### config.mk
export PLATFORM = sky130hd
export DESIGN_NAME = ram_dp_stream_reader
export DESIGN_NICKNAME = d
export VERILOG_FILES = /design/src/rtl/ram_dp_stream_reader.sv
export SDC_FILE = /design/constraint.sdc
export NUM_CORES = 1
export LEC_CHECK = 0
export ABC_AREA = 1
export CORE_MARGIN = 3
export CORE_UTILIZATION = 37
export DETAILED_ROUTE_END_ITERATION = 7
export SYNTH_ARGS = -nofsm -noshare
export SYNTH_HDL_FRONTEND = slang
export SYNTH_SLANG_ARGS = --single-unit
### constraint.sdc
create_clock -name clk -period 4.3 [get_ports clk]
set_clock_uncertainty 0.15 [all_clocks]
set_input_delay 0.43 -clock clk [delete_from_list [all_inputs] [get_ports clk]]
set_output_delay 0.43 -clock clk [all_outputs]
set_load 0.005 [all_outputs]
### src/rtl/ram_dp_stream_reader.sv
// Streaming read engine for one port of a dual-port RAM: takes an (addr, len) command,
// issues reads, absorbs the one-cycle RAM latency and emits a ready/valid stream.
module ram_dp_stream_reader #(
  parameter int DATA_WIDTH = 32,
  parameter int ADDR_WIDTH = 10,
  parameter int LEN_WIDTH  = ADDR_WIDTH + 1
) (
  input  logic                  clk,
  input  logic                  rst_n,
  input  logic [ADDR_WIDTH-1:0] cmd_addr,
  input  logic [LEN_WIDTH-1:0]  cmd_len,
  input  logic                  cmd_valid,
  output logic                  cmd_ready,
  output logic [ADDR_WIDTH-1:0] ram_addr,
  output logic                  ram_we,
  output logic [DATA_WIDTH-1:0] ram_din,
  input  logic [DATA_WIDTH-1:0] ram_dout,
  output logic [DATA_WIDTH-1:0] m_data,
  output logic                  m_valid,
  input  logic                  m_ready,
  output logic                  m_last,
  output logic                  busy,
  output logic                  done
);

  typedef enum logic {IDLE, READ} state_t;

  state_t                  state, state_nxt;
  logic [LEN_WIDTH-1:0]    remaining;
  logic                    in_flight, in_flight_last;
  logic [1:0]              count;
  logic [DATA_WIDTH-1:0]   data0, data1;
  logic                    last0, last1;
  logic                    cmd_fire, pop, issue;
  logic [2:0]              occ_after;

  assign ram_we  = 1'b0;
  assign ram_din = '0;
  assign m_valid = (count != 2'd0);
  assign m_data  = data0;
  assign m_last  = last0;

  // Issue only while buffered words plus the pending read leave room for one more.
  always_comb begin
    state_nxt = state;
    cmd_ready = 1'b0;
    busy      = 1'b0;
    cmd_fire  = 1'b0;
    pop       = m_valid && m_ready;
    occ_after = {1'b0, count} - {2'b00, pop} + {2'b00, in_flight};
    issue     = 1'b0;
    unique case (state)
      IDLE: begin
        cmd_ready = 1'b1;
        cmd_fire  = cmd_valid;
        if (cmd_valid && (cmd_len != '0)) state_nxt = READ;
      end
      READ: begin
        busy  = 1'b1;
        issue = (remaining != '0) && (occ_after < 3'd2);
        if (pop && m_last) state_nxt = IDLE;
      end
      default: state_nxt = IDLE;
    endcase
  end

  always_ff @(posedge clk) begin
    if (!rst_n) begin
      state          <= IDLE;
      ram_addr       <= '0;
      remaining      <= '0;
      in_flight      <= 1'b0;
      in_flight_last <= 1'b0;
      done           <= 1'b0;
    end else begin
      state          <= state_nxt;
      done           <= (cmd_fire && (cmd_len == '0)) || (busy && pop && m_last);
      in_flight      <= issue;
      in_flight_last <= issue && (remaining == LEN_WIDTH'(1));
      if (cmd_fire) begin
        ram_addr  <= cmd_addr;
        remaining <= cmd_len;
      end else if (issue) begin
        ram_addr  <= ram_addr + ADDR_WIDTH'(1);
        remaining <= remaining - LEN_WIDTH'(1);
      end
    end
  end

  // Two-entry FIFO; entry 0 is always the head presented on m_*.
  always_ff @(posedge clk) begin
    if (!rst_n) begin
      count <= 2'd0;
      data0 <= '0;
      data1 <= '0;
      last0 <= 1'b0;
      last1 <= 1'b0;
    end else begin
      unique case ({in_flight, pop})
        2'b11: begin
          if (count == 2'd2) begin
            data0 <= data1;
            last0 <= last1;
            data1 <= ram_dout;
            last1 <= in_flight_last;
          end else begin
            data0 <= ram_dout;
            last0 <= in_flight_last;
          end
        end
        2'b10: begin
          if (count == 2'd0) begin
            data0 <= ram_dout;
            last0 <= in_flight_last;
          end else begin
            data1 <= ram_dout;
            last1 <= in_flight_last;
          end
          count <= count + 2'd1;
        end
        2'b01: begin
          data0 <= data1;
          last0 <= last1;
          count <= count - 2'd1;
        end
        default: ;
      endcase
    end
  end

endmodule

Word level (Yosys, flattened, before mapping)
Cells that the tools add are included.
{"block": "word_totals", "ff_bits": 93, "input_bits": 57}
{"block": "classes", "addsub": 6, "n_lt_le_gt_ge": 1, "n_eq_ne": 8, "muxes": 24, "bitwise": 1, "n_reduce_logical": 20}
{"op": "$mux W32", "n": 4}
{"op": "$pmux W32 S3", "n": 1}
{"op": "$pmux W32 S2", "n": 1}
{"op": "$mux W11", "n": 2}
{"op": "$reduce_bool A11 Y1", "n": 2}
{"op": "$mux W10", "n": 2}
{"op": "$eq A11 B1 Y1 const B", "n": 1}
{"op": "$logic_not A11 Y1", "n": 1}
{"op": "$sub A11 B1 Y11 const B", "n": 1}
{"op": "$add A10 B1 Y10 const B", "n": 1}
{"op": "$mux W1", "n": 10}
{"op": "$logic_and A1 B1 Y1", "n": 8}
{"op": "$reduce_bool A2 Y1", "n": 4}
{"op": "$eq A2 B2 Y1 const B", "n": 3}
{"op": "$ne A2 B2 Y1 const B", "n": 3}
{"op": "$pmux W1 S2", "n": 2}
{"op": "$pmux W2 S2", "n": 1}
{"op": "$add A3 B1 Y3", "n": 1}
{"op": "$lt A3 B2 Y1 const B", "n": 1}
{"op": "$pmux W1 S3", "n": 1}
{"op": "$reduce_and A3 Y1", "n": 1}
{"op": "$reduce_bool A3 Y1", "n": 1}
{"op": "$sub A2 B1 Y3", "n": 1}
{"op": "$add A2 B1 Y2 const B", "n": 1}
{"op": "6 further kinds", "n": 6}

Longest topological paths before layout
Gate-level depths: netlist of run 1.
{"block": "depth", "ltp_word": 9, "depth_mapped": 15}

Worst setup path before layout of run 1
Ideal clock, no wire load.
{"block": "synth_timing", "path_kind": "flip-flop to flip-flop", "start": "register count[1]", "end": "register remaining[5]", "setup_ns": 0.109, "arrival_time_ns": 1.937, "required_ns": 4.041, "setup_slack_ns": 2.104, "stages_incl_launch_ff": 13, "n_path_buf": 1, "path_cell_list": "dfxtp_1 -> nand2_2 -> nor2_2 -> o21ai_0 -> fa_1 -> nand3_1 -> nor2_1 -> nand2_4 -> buf_6 -> nand3_1 -> nand3_1 -> nand2_1 -> inv_1"}
{"block": "synth_via", "elab_chain_len": 8}
{"item": "from (decl)", "line_no": "31", "source": "logic [1:0] count;"}
{"item": "from (signal assigned)", "line_no": "119", "source": "count <= count + 2'd1;"}
{"item": "from (signal assigned)", "line_no": "124", "source": "count <= count - 2'd1;"}
{"item": "$reduce_bool A2 Y1", "line_no": "39", "source": "assign m_valid = (count != 2'd0);"}
{"item": "$logic_and A1 B1 Y1", "line_no": "49", "source": "pop = m_valid && m_ready;"}
{"item": "$sub A2 B1 Y3 (*)", "line_no": "50", "source": "occ_after = {1'b0, count} - {2'b00, pop} + {2'b00, in_flight};"}
{"item": "$add A3 B1 Y3 (*)", "line_no": "50"}
{"item": "$lt A3 B2 Y1 (*)", "line_no": "60", "source": "issue = (remaining != '0) && (occ_after < 3'd2);"}
{"item": "$logic_and A1 B1 Y1 (*)", "line_no": "60"}
{"item": "$mux W1 (*)", "line_no": "52", "source": "unique case (state)"}
{"item": "$reduce_bool A2 Y1 (no line) (*)"}
{"item": "to (signal assigned)", "line_no": "82", "source": "remaining <= cmd_len;"}
{"item": "to (signal assigned)", "line_no": "85", "source": "remaining <= remaining - LEN_WIDTH'(1);"}
{"item": "to (decl)", "line_no": "29", "source": "logic [LEN_WIDTH-1:0] remaining;"}
Every way passes the cells marked *; elsewhere a longest branch is shown, timed or not.
A chain may end at the register's enable or synchronous reset.

Worst setup path after layout of run 1
{"block": "layout_timing", "start": "input m_ready", "end": "register remaining[2]"}
{"block": "layout_via", "elab_chain_len": 7}
{"item": "from (decl)", "line_no": "20", "source": "input logic m_ready,"}
{"item": "$logic_and A1 B1 Y1", "line_no": "49"}
{"item": "$sub A2 B1 Y3", "line_no": "50"}
{"item": "$add A3 B1 Y3", "line_no": "50"}
{"item": "$lt A3 B2 Y1", "line_no": "60"}
{"item": "$logic_and A1 B1 Y1", "line_no": "60"}
{"item": "$mux W1", "line_no": "52"}
{"item": "$reduce_bool A2 Y1 (no line)"}
Every way passes these cells.

==> results.py, run 1 <==
metrics = {
    "outcome": {
        "outcome": "complete, no violations",
    },
    "setup_path": {
        "cp.required_ps": 4410,
        "crit_path_start_kind": "input port",
        "critPathSlowestCell": "nor2_1",
        "crit_arrival_ps": 3000,
        "slowest_delay_ps": 700,
        "worstSetupEndpointType": "flip-flop",
        "crit_chain": "clkdlybuf4s50_1, inv_1, nor2_2, o21ai_0, fa_1, nand4_1, nor2_1, a21oi_1, a21oi_1",
        "worstPathMaxFanout": 12,
        "criticalPathCategory": "in -> reg",
        "cp_common_cell": "a21oi_1",
    },
    "routing": {
        "route.detailed.drc": 0,
        "dr.pass1.iters": 6,
        "wl_met2_um": 6740,
        "wire_per_inst_um": 13.8,
        "routed_wl_um": 14300,
        "viasPerCell": 5.21,
        "routed.top_layer": "met4",
        "met1Wirelength_um": 6590,
        "ant_nets": 0,
        "drtIter0Drc": 363,
        "vias": 5396,
        "wl_met3_um": 737,
    },
    "sta": {
        "fin_setup_tns_ps": 0,
        "max_freq_mhz": 346,
        "setup_viol": 0,
        "rsz0062_at_grt": "no",
        "final-hold-violation-count": 0,
        "slew_violations": 0,
        "max_slew_margin": 0.221,
        "hold_slack_ps": 350,
        "fin_ws_ps": 1410,
        "period_share": 0.671,
        "fin_crit_ps": 2890,
        "worst_pin_slew_ps": 1160,
    },
    "place": {
        "place_congestion": 0.864,
        "place_hpwl_um": 9300,
        "place_ws_ps": 1110,
        "port_buffers": 103,
    },
    "cts": {
        "cts_root_buf": "clkbuf_16",
        "cts_tree": "done",
        "cts_resized": 0,
        "cts_hold_repair.buffers": 0,
        "clk_pin_slew_ps": 70,
        "cts_sinks": 93,
        "cts_setup_buffers": 0,
        "cts_max_path_buffers": 2,
        "cts_buffers": 9,
        "h-tree-depth": 3,
        "clk_latency_ps": 340,
    },
    "yosys": {
        "synth_top_area_cell": "dfxtp_1",
        "async_reset_ff_frac": 0,
        "avgSynthCellArea_um2": 6.65,
        "yosysUniqueCellTypes": 31,
        "syn_inst": 789,
        "synth.area.top_cells": "dfxtp_1, o21ai_0, nand2_1",
        "synth_ff_type": "dfxtp_1",
        "ys_ff_latch": 93,
        "synth_top_area_frac": 0.355,
        "synth_common_cells": "nand2_1, o21ai_0, dfxtp_1",
        "ys_seq_area_frac": 0.355,
        "synth_edf_count": 0,
        "yosysWarnings": 0,
        "yosysMostFrequentCell": "nand2_1",
        "syn-cell-area_mm2": 0.00525,
    },
    "pwr": {
        "p_sw_mw": 1.22,
        "p_seq_frac": 0.366,
        "comb_power_share": 0.398,
        "clock_power_share": 0.236,
        "p_leak_nw": 2.67,
        "peakVddDrop_v": 0.000217,
        "p_per_area_mw_per_mm2": 508,
        "intPower_mw": 2.05,
        "netSwitchingFraction": 0.374,
    },
    "layout": {
        "syn_to_final_growth_pct": 22.7,
        "antenna_cells": 0,
        "nets": 920,
        "layout-drive-gt1-share": 0.0395,
    },
    "floorplanning": {
        "io_pins": 137,
        "fp-row-count": 42,
        "core_mm2": 0.0136,
        "die_area_mm2": 0.0156,
        "start_util": 0.387,
        "die_y_um": 125,
        "fp.dieW_um": 125,
    },
    "grt": {
        "grt_use_total": 0.176,
        "grt_max_degree": 67,
        "grt_pass1_wl_um": 23300,
        "grt_antenna_before_repair": 0,
        "grt_pass1_vias": 5039,
        "grt_overflow": 0,
    },
    "hold_path": {
        "hold_path_class": "reg -> reg",
    },
    "job": {
        "max_cap_viol_count": 0,
    },
}
[final cells by class]
type,count,area [um2]
multi-input cells,563,2710
flip-flops and latches,93,1860
clock inverters,2,35.0
well taps,176,220
fillers,1391,7120
inverters,81,304
clock buffers,13,240
repair buffers,108,1060
[metal layers]
layer / vias to the layer above / track usage
li1: 2691 / -
met4: 0 / 0.0606
met5: - / 0
met3: 20 / 0.0345
met1: 2521 / 0.218
met2: 164 / 0.306
[stage by stage]
| step | cell area (um2) | instances | total power [mW] | util |
|---|---|---|---|---|
| 4_1_cts | 6440 | 1036 | 3.30 | 0.475 |
| 5_1_grt | 6440 | 1036 | 3.52 | 0.475 |
| 3_3_place_gp | 6160 | 1021 | 2.48 | 0.454 |
| 3_5_place_dp | 6160 | 1021 | 2.51 | 0.454 |
| 6_report | 6440 | 1036 | 3.27 | 0.475 |
| 2_1_floorplan | 5370 | 821 | 2.03 | - |
[cells by family after synthesis]
kind of cell	after synthesis	synth area share
buffers and inverters	165	0.154
other	1	0.000715
flip-flops	93	0.355
XOR/XNOR	4	0.00668
AND/OR/NAND/NOR	253	0.203
adder cells (fa/ha/maj)	7	0.0181
AO/OA/AOI/OAI	266	0.263
[registers in the layout, indices dropped and copies added, names as in the netlist]
signal          flops
in_flight           1
remaining          11
count               2
state               1
ram_addr           10
last1               1
done                1
m_last              1
in_flight_last      1
data1              32
m_data             32
[path summary, 6_finish.rpt]
check                       startpoint                   endpoint  slack (ps)  depth (start not counted)
max                            m_ready  remaining[2]$_SDFFE_PN0P_        1410                          9
min          in_flight_last$_SDFF_PN0_         last1$_SDFFE_PN0P_         350                          2
max reg2reg      count[1]$_SDFFE_PN0N_  remaining[2]$_SDFFE_PN0P_        1520                          8
min reg2reg  in_flight_last$_SDFF_PN0_         last1$_SDFFE_PN0P_         350                          2
[critical path: cells and delay by family]
kind,cells,cell delay (ps)
buf+inv,2,590
compound gates,3,460
fa+ha+maj,1,520
simple gates,3,990
[power groups by stage]
stage	registers (mW)	logic, mW	clock network [mW]
after floorplan	1.19	0.841	0
after global placement	1.21	1.27	0
after detailed placement	1.21	1.30	0
after CTS	1.20	1.31	0.793
after global routing	1.22	1.47	0.826
final	1.20	1.30	0.773
[cell usage in the layout (no fill, tap or decap), drive strengths merged]
master / n
conb: 33
o211ai: 1
xnor2: 1
dfxtp: 93
clkinv: 1
a21oi: 87
nand2: 154
xor2: 3
and2: 1
nand4: 5
ha: 6
inv: 81
bufinv: 1
clkdlybuf4s50: 102
o21bai: 1
nor2: 43
a31oi: 33
nor3: 4
fa: 1
o21ai: 144
nand3: 45
buf: 6
clkbuf: 13
nor4: 1
(Power assumes the default switching activity.)
==> inputs of run 2 (changes only) <==
Settings changed: PLACE_DENSITY set to 0.66.
Clock period 4.3 ns to 2.5 ns, I/O delays scaled along.
==> results.py, run 2 (same netlist as run 1, synthesis figures left out) <==
metrics = {
    "outcome": {
        "outcome": "complete, no violations",
    },
    "sta": {
        "max_freq_mhz": 446,
        "worst_pin_slew_ps": 895,
        "period_share": 0.897,
        "max_slew_margin": 0.401,
        "setup_viol": 0,
        "rsz0062_at_grt": "no",
        "final-hold-violation-count": 0,
        "fin_setup_tns_ps": 0,
        "slew_violations": 0,
        "fin_crit_ps": 2240,
    },
    "cts": {
        "clk_pin_slew_ps": 70,
        "cts_resized": 0,
        "cts_setup_buffers": 0,
        "cts_root_buf": "clkbuf_16",
        "cts_sinks": 93,
        "cts_buffers": 9,
        "cts_max_path_buffers": 2,
        "cts_tree": "done",
        "h-tree-depth": 3,
        "clk_latency_ps": 350,
        "cts_hold_repair.buffers": 0,
    },
    "pwr": {
        "comb_power_share": 0.400,
        "p_leak_nw": 2.83,
        "p_sw_mw": 2.15,
        "peakVddDrop_v": 0.000473,
        "p_per_area_mw_per_mm2": 904,
        "clock_power_share": 0.263,
        "intPower_mw": 3.94,
        "p_seq_frac": 0.337,
        "netSwitchingFraction": 0.353,
    },
    "setup_path": {
        "cp-endpoint": "ram_addr[1]$_SDFFE_PN0P_",
        "slowest_delay_ps": 520,
        "regToRegEndpoint": "ram_addr[1]$_SDFFE_PN0P_",
        "r2r_start": "count[0]$_SDFFE_PN0N_",
        "crit_path_start_kind": "flip-flop",
        "cp.required_ps": 2590,
        "worstSetupEndpointType": "flip-flop",
        "critPathSlowestCell": "fa_1",
        "crit_arrival_ps": 2330,
        "worstPathMaxFanout": 8,
        "criticalPathCategory": "reg -> reg",
        "startpoint": "count[0]$_SDFFE_PN0N_",
        "crit_chain": "inv_2, nand2_2, nor2_2, buf_4, fa_1, nand3_1, nor2_1, nand2_4, buf_4, a21oi_1, nor2_1",
        "r2r_cells": 11,
        "r2r_setup_slack_ps": 260,
    },
    "grt": {
        "grt_max_degree": 67,
        "grt_use_total": 0.174,
        "grt_overflow": 0,
        "grt_antenna_before_repair": 0,
        "grt_pass1_wl_um": 23200,
        "grt_pass1_vias": 4846,
    },
    "floorplanning": {
        "fp.dieW_um": 125,
        "die_y_um": 125,
        "fp-row-count": 42,
        "die_area_mm2": 0.0156,
        "io_pins": 137,
        "core_mm2": 0.0136,
        "start_util": 0.387,
    },
    "routing": {
        "dr.pass1.iters": 7,
        "wire_per_inst_um": 13.1,
        "route.detailed.drc": 0,
        "drtIter0Drc": 319,
        "viasPerCell": 4.96,
        "vias": 5244,
        "ant_nets": 0,
        "routed_wl_um": 13800,
    },
    "layout": {
        "layout_common_cells": "nand2_1, o21ai_0, clkdlybuf4s50_1",
        "syn_to_final_growth_pct": 28.2,
        "fill_cells": 1388,
        "stdcell_count": 1058,
        "layout-drive-gt1-share": 0.0658,
        "final_common_cell": "nand2_1",
        "nets": 941,
        "antenna_cells": 0,
    },
    "job": {
        "max_cap_viol_count": 0,
    },
    "place": {
        "port_buffers": 103,
        "dp_cells": 1042,
        "place_congestion": 0.832,
        "place_hpwl_um": 9340,
    },
    "hold_path": {
        "hold_path_class": "in -> reg",
    },
}
-- run 2: changes by cell type in the layout (fill, tap and decap cells not counted), sizes merged --
cell    change
buf        +21
clkbuf      -2
clkinv      +1
bufinv      +2
-- run 2: final cells by class --
class                      count  area, um2  area share
clock buffer                  11        243      0.0361
timing repair buffer         129       1280       0.191
tap                          176        220      0.0327
clock inverter                 5        108      0.0160
multi-input combinational    563       2710       0.403
sequential                    93       1860       0.277
inverter                      81        304      0.0452
-- run 2: worst max-delay path: cells and delay by family, from the launching register on --
kind / cells / cell delay (ps)
AND/OR/NAND/NOR: 6 / 550
adder cells (fa/ha/maj): 1 / 520
buffers and inverters: 3 / 390
flip-flops: 1 / 380
AO/OA/AOI/OAI: 1 / 140
-- run 2: how the worst min path moves through the flow --
stage,cells past startpoint,slack (ps),to,startpoint
floorplan,2,240,state$_SDFF_PN0_,cmd_valid
global placement,2,330,last1$_SDFFE_PN0P_,in_flight_last$_SDFF_PN0_
detailed placement,2,340,last1$_SDFFE_PN0P_,in_flight_last$_SDFF_PN0_
CTS,3,160,m_data[17]$_SDFFE_PN0P_,rst_n
global route,3,180,m_data[17]$_SDFFE_PN0P_,rst_n
finish,3,170,data1[15]$_SDFFE_PN0P_,rst_n
-- run 2: stage by stage --
step	total power, mW	instance area (um2)	hold slack (ps)	utilization	worst slack (ps)
detailed placement	4.50	6380	336	0.470	-63.7
CTS	6.14	6730	162	0.496	238
floorplan	3.49	5370	238	-	304
finish	6.08	6730	167	0.496	258
global route	6.54	6730	182	0.496	34.1
global placement	4.49	6380	335	0.470	-7.85
-- run 2: power groups by stage --
stage               Sequential [mW]  Combinational (mW)  Clock [mW]
finish                         2.05                2.43        1.60
global route                   2.10                2.74        1.71
CTS                            2.05                2.45        1.65
detailed placement             2.07                2.43           0
global placement               2.08                2.41           0
floorplan                      2.05                1.45           0
-- run 2: routing by layer --
metal | routed length [um] | GRT usage | vias up | part of all wire
met5 | 0 | 0 | - | 0
met4 | 146 | 0.0472 | 0 | 0.011
met3 | 808 | 0.0473 | 14 | 0.058
met2 | 6060 | 0.273 | 150 | 0.44
met1 | 6830 | 0.238 | 2345 | 0.49
li1 | - | - | 2735 | -
==> inputs of run 3 (changes only) <==
Settings changed: PLACE_DENSITY 0.66 to not set, PLACE_DENSITY_LB_ADDON set to 0.15.
==> results.py, run 3 (same netlist as run 1, synthesis figures left out) <==
metrics = {
    "cts": {
        "cts_root_buf": "clkbuf_16",
        "h-tree-depth": 3,
        "cts_max_path_buffers": 2,
        "cts_buffers": 9,
        "cts_tree": "done",
        "clk_latency_ps": 340,
        "cts_hold_repair.buffers": 0,
        "clk_pin_slew_ps": 70,
        "cts_sinks": 93,
    },
    "setup_path": {
        "crit_path_start_kind": "flip-flop",
        "cp.required_ps": 2550,
        "criticalPathCategory": "reg -> reg",
        "path_buf_inv": 3,
        "crit_family": "simple AND/OR/NAND/NOR gates",
        "worstSetupEndpointType": "flip-flop",
        "slowest_delay_ps": 520,
        "crit_chain": "inv_2, nand2_2, nor2_2, buf_4, fa_1, nand3_1, nor2_1, nand2_4, buf_4, nand3_1, a21oi_1",
        "critPathSlowestCell": "fa_1",
        "worstPathMaxFanout": 19,
        "crit_arrival_ps": 2370,
    },
    "sta": {
        "rsz0062_at_grt": "no",
        "hold_slack_ps": 84.6,
        "max_freq_mhz": 432,
        "max_slew_margin": 0.567,
        "worst_pin_slew_ps": 650,
        "period_share": 0.926,
        "slew_violations": 0,
        "final-hold-violation-count": 0,
        "setup_viol": 0,
        "fin_crit_ps": 2310,
    },
    "place": {
        "place_hpwl_um": 9860,
        "placed_area_mm2": 0.00631,
        "port_buffers": 103,
        "place_congestion": 0.860,
        "dp_cells": 1035,
    },
    "job": {
        "max_cap_viol_count": 0,
    },
    "routing": {
        "vias": 5369,
        "ant_nets": 0,
        "route.detailed.drc": 0,
        "wire_per_inst_um": 14.0,
        "drtIter0Drc": 360,
        "dr.pass1.iters": 5,
        "routed_wl_um": 14700,
        "viasPerCell": 5.11,
    },
    "pwr": {
        "p_per_area_mw_per_mm2": 885,
        "p_total_mw": 5.86,
        "p_leak_nw": 2.76,
        "peakVddDrop_v": 0.000396,
    },
    "hold_path": {
        "hold_path_class": "in -> reg",
    },
    "grt": {
        "grt_use_total": 0.186,
        "grt_pass1_wl_um": 25000,
        "grt_pass1_vias": 5295,
        "grt_overflow": 0,
        "grt_max_degree": 67,
        "grt_antenna_before_repair": 0,
    },
    "layout": {
        "fin_area_mm2": 0.00662,
        "final_common_cell": "nand2_1",
        "fin_util": 0.488,
        "stdcell_count": 1050,
        "antenna_cells": 0,
        "nets": 934,
        "layout_common_cells": "nand2_1, o21ai_0, clkdlybuf4s50_1",
        "layout-drive-gt1-share": 0.0572,
        "syn_to_final_growth_pct": 26.2,
    },
    "outcome": {
        "outcome": "complete, no violations",
    },
    "floorplanning": {
        "die_area_mm2": 0.0156,
        "core_mm2": 0.0136,
        "fp.dieW_um": 125,
        "die_y_um": 125,
        "start_util": 0.387,
        "fp-row-count": 42,
        "io_pins": 137,
    },
}
run 3: cell types whose count changed in the layout (fill, tap and decap cells not counted), sizes merged:
| cell | change |
|---|---|
| clkinv | -2 |
| buf | -7 |
| bufinv | -2 |
| clkinvlp | +2 |
| clkbuf | +1 |
run 3: stage by stage:
stage	TNS, ps	setup slack (ps)
5_1_grt	0	26.3
6_report	0	186
3_5_place_dp	-1940	-173
4_1_cts	0	166
2_1_floorplan	0	304
3_3_place_gp	-727	-85.8
run 3: layout make-up:
class,count,area [um2]
Multi-Input combinational cell,563,2710
Clock buffer,12,256
Timing Repair Buffer,122,1220
Sequential cell,93,1860
Fill cell,1369,6940
Tap cell,176,220
Inverter,81,304
Clock inverter,3,45.0
run 3: worst paths after layout:
| kind | cells after the start | slack (ps) | from | to |
|---|---|---|---|---|
| setup / recovery | 11 | 190 | count[0]$_SDFFE_PN0N_ | ram_addr[7]$_SDFFE_PN0P_ |
| hold / removal | 3 | 80 | rst_n | m_data[19]$_SDFFE_PN0P_ |
| setup reg to reg | 11 | 190 | count[0]$_SDFFE_PN0N_ | ram_addr[7]$_SDFFE_PN0P_ |
| hold reg to reg | 2 | 340 | in_flight_last$_SDFF_PN0_ | last1$_SDFFE_PN0P_ |
run 3: worst reg2reg max path, stage by stage, from the launching register on:
cell and delay, ps:
dfxtp_1 380, inv_2 70, nand2_2 70, nor2_2 40, buf_4 130, fa_1 520
nand3_1 80, nor2_1 190, nand2_4 190, buf_4 210, nand3_1 70, a21oi_1 70
run 3: timing repair:
action	in CTS	in global routing
buffers inserted	0	0
setup endpoints to repair	0	1
resized for setup	0	1
run 3: layer usage:
metal	track usage	wire length, um
met3	0.0362	794
met5	0	0
met2	0.314	6920
met1	0.239	6780
met4	0.0657	231
run 3: power by group:
group / switching [mW] / internal [mW] / leakage, nW / total [mW]
clock network: 0.585 / 0.826 / 0.141 / 1.41
registers: 0.240 / 1.81 / 0.760 / 2.05
logic: 1.34 / 1.05 / 1.86 / 2.39
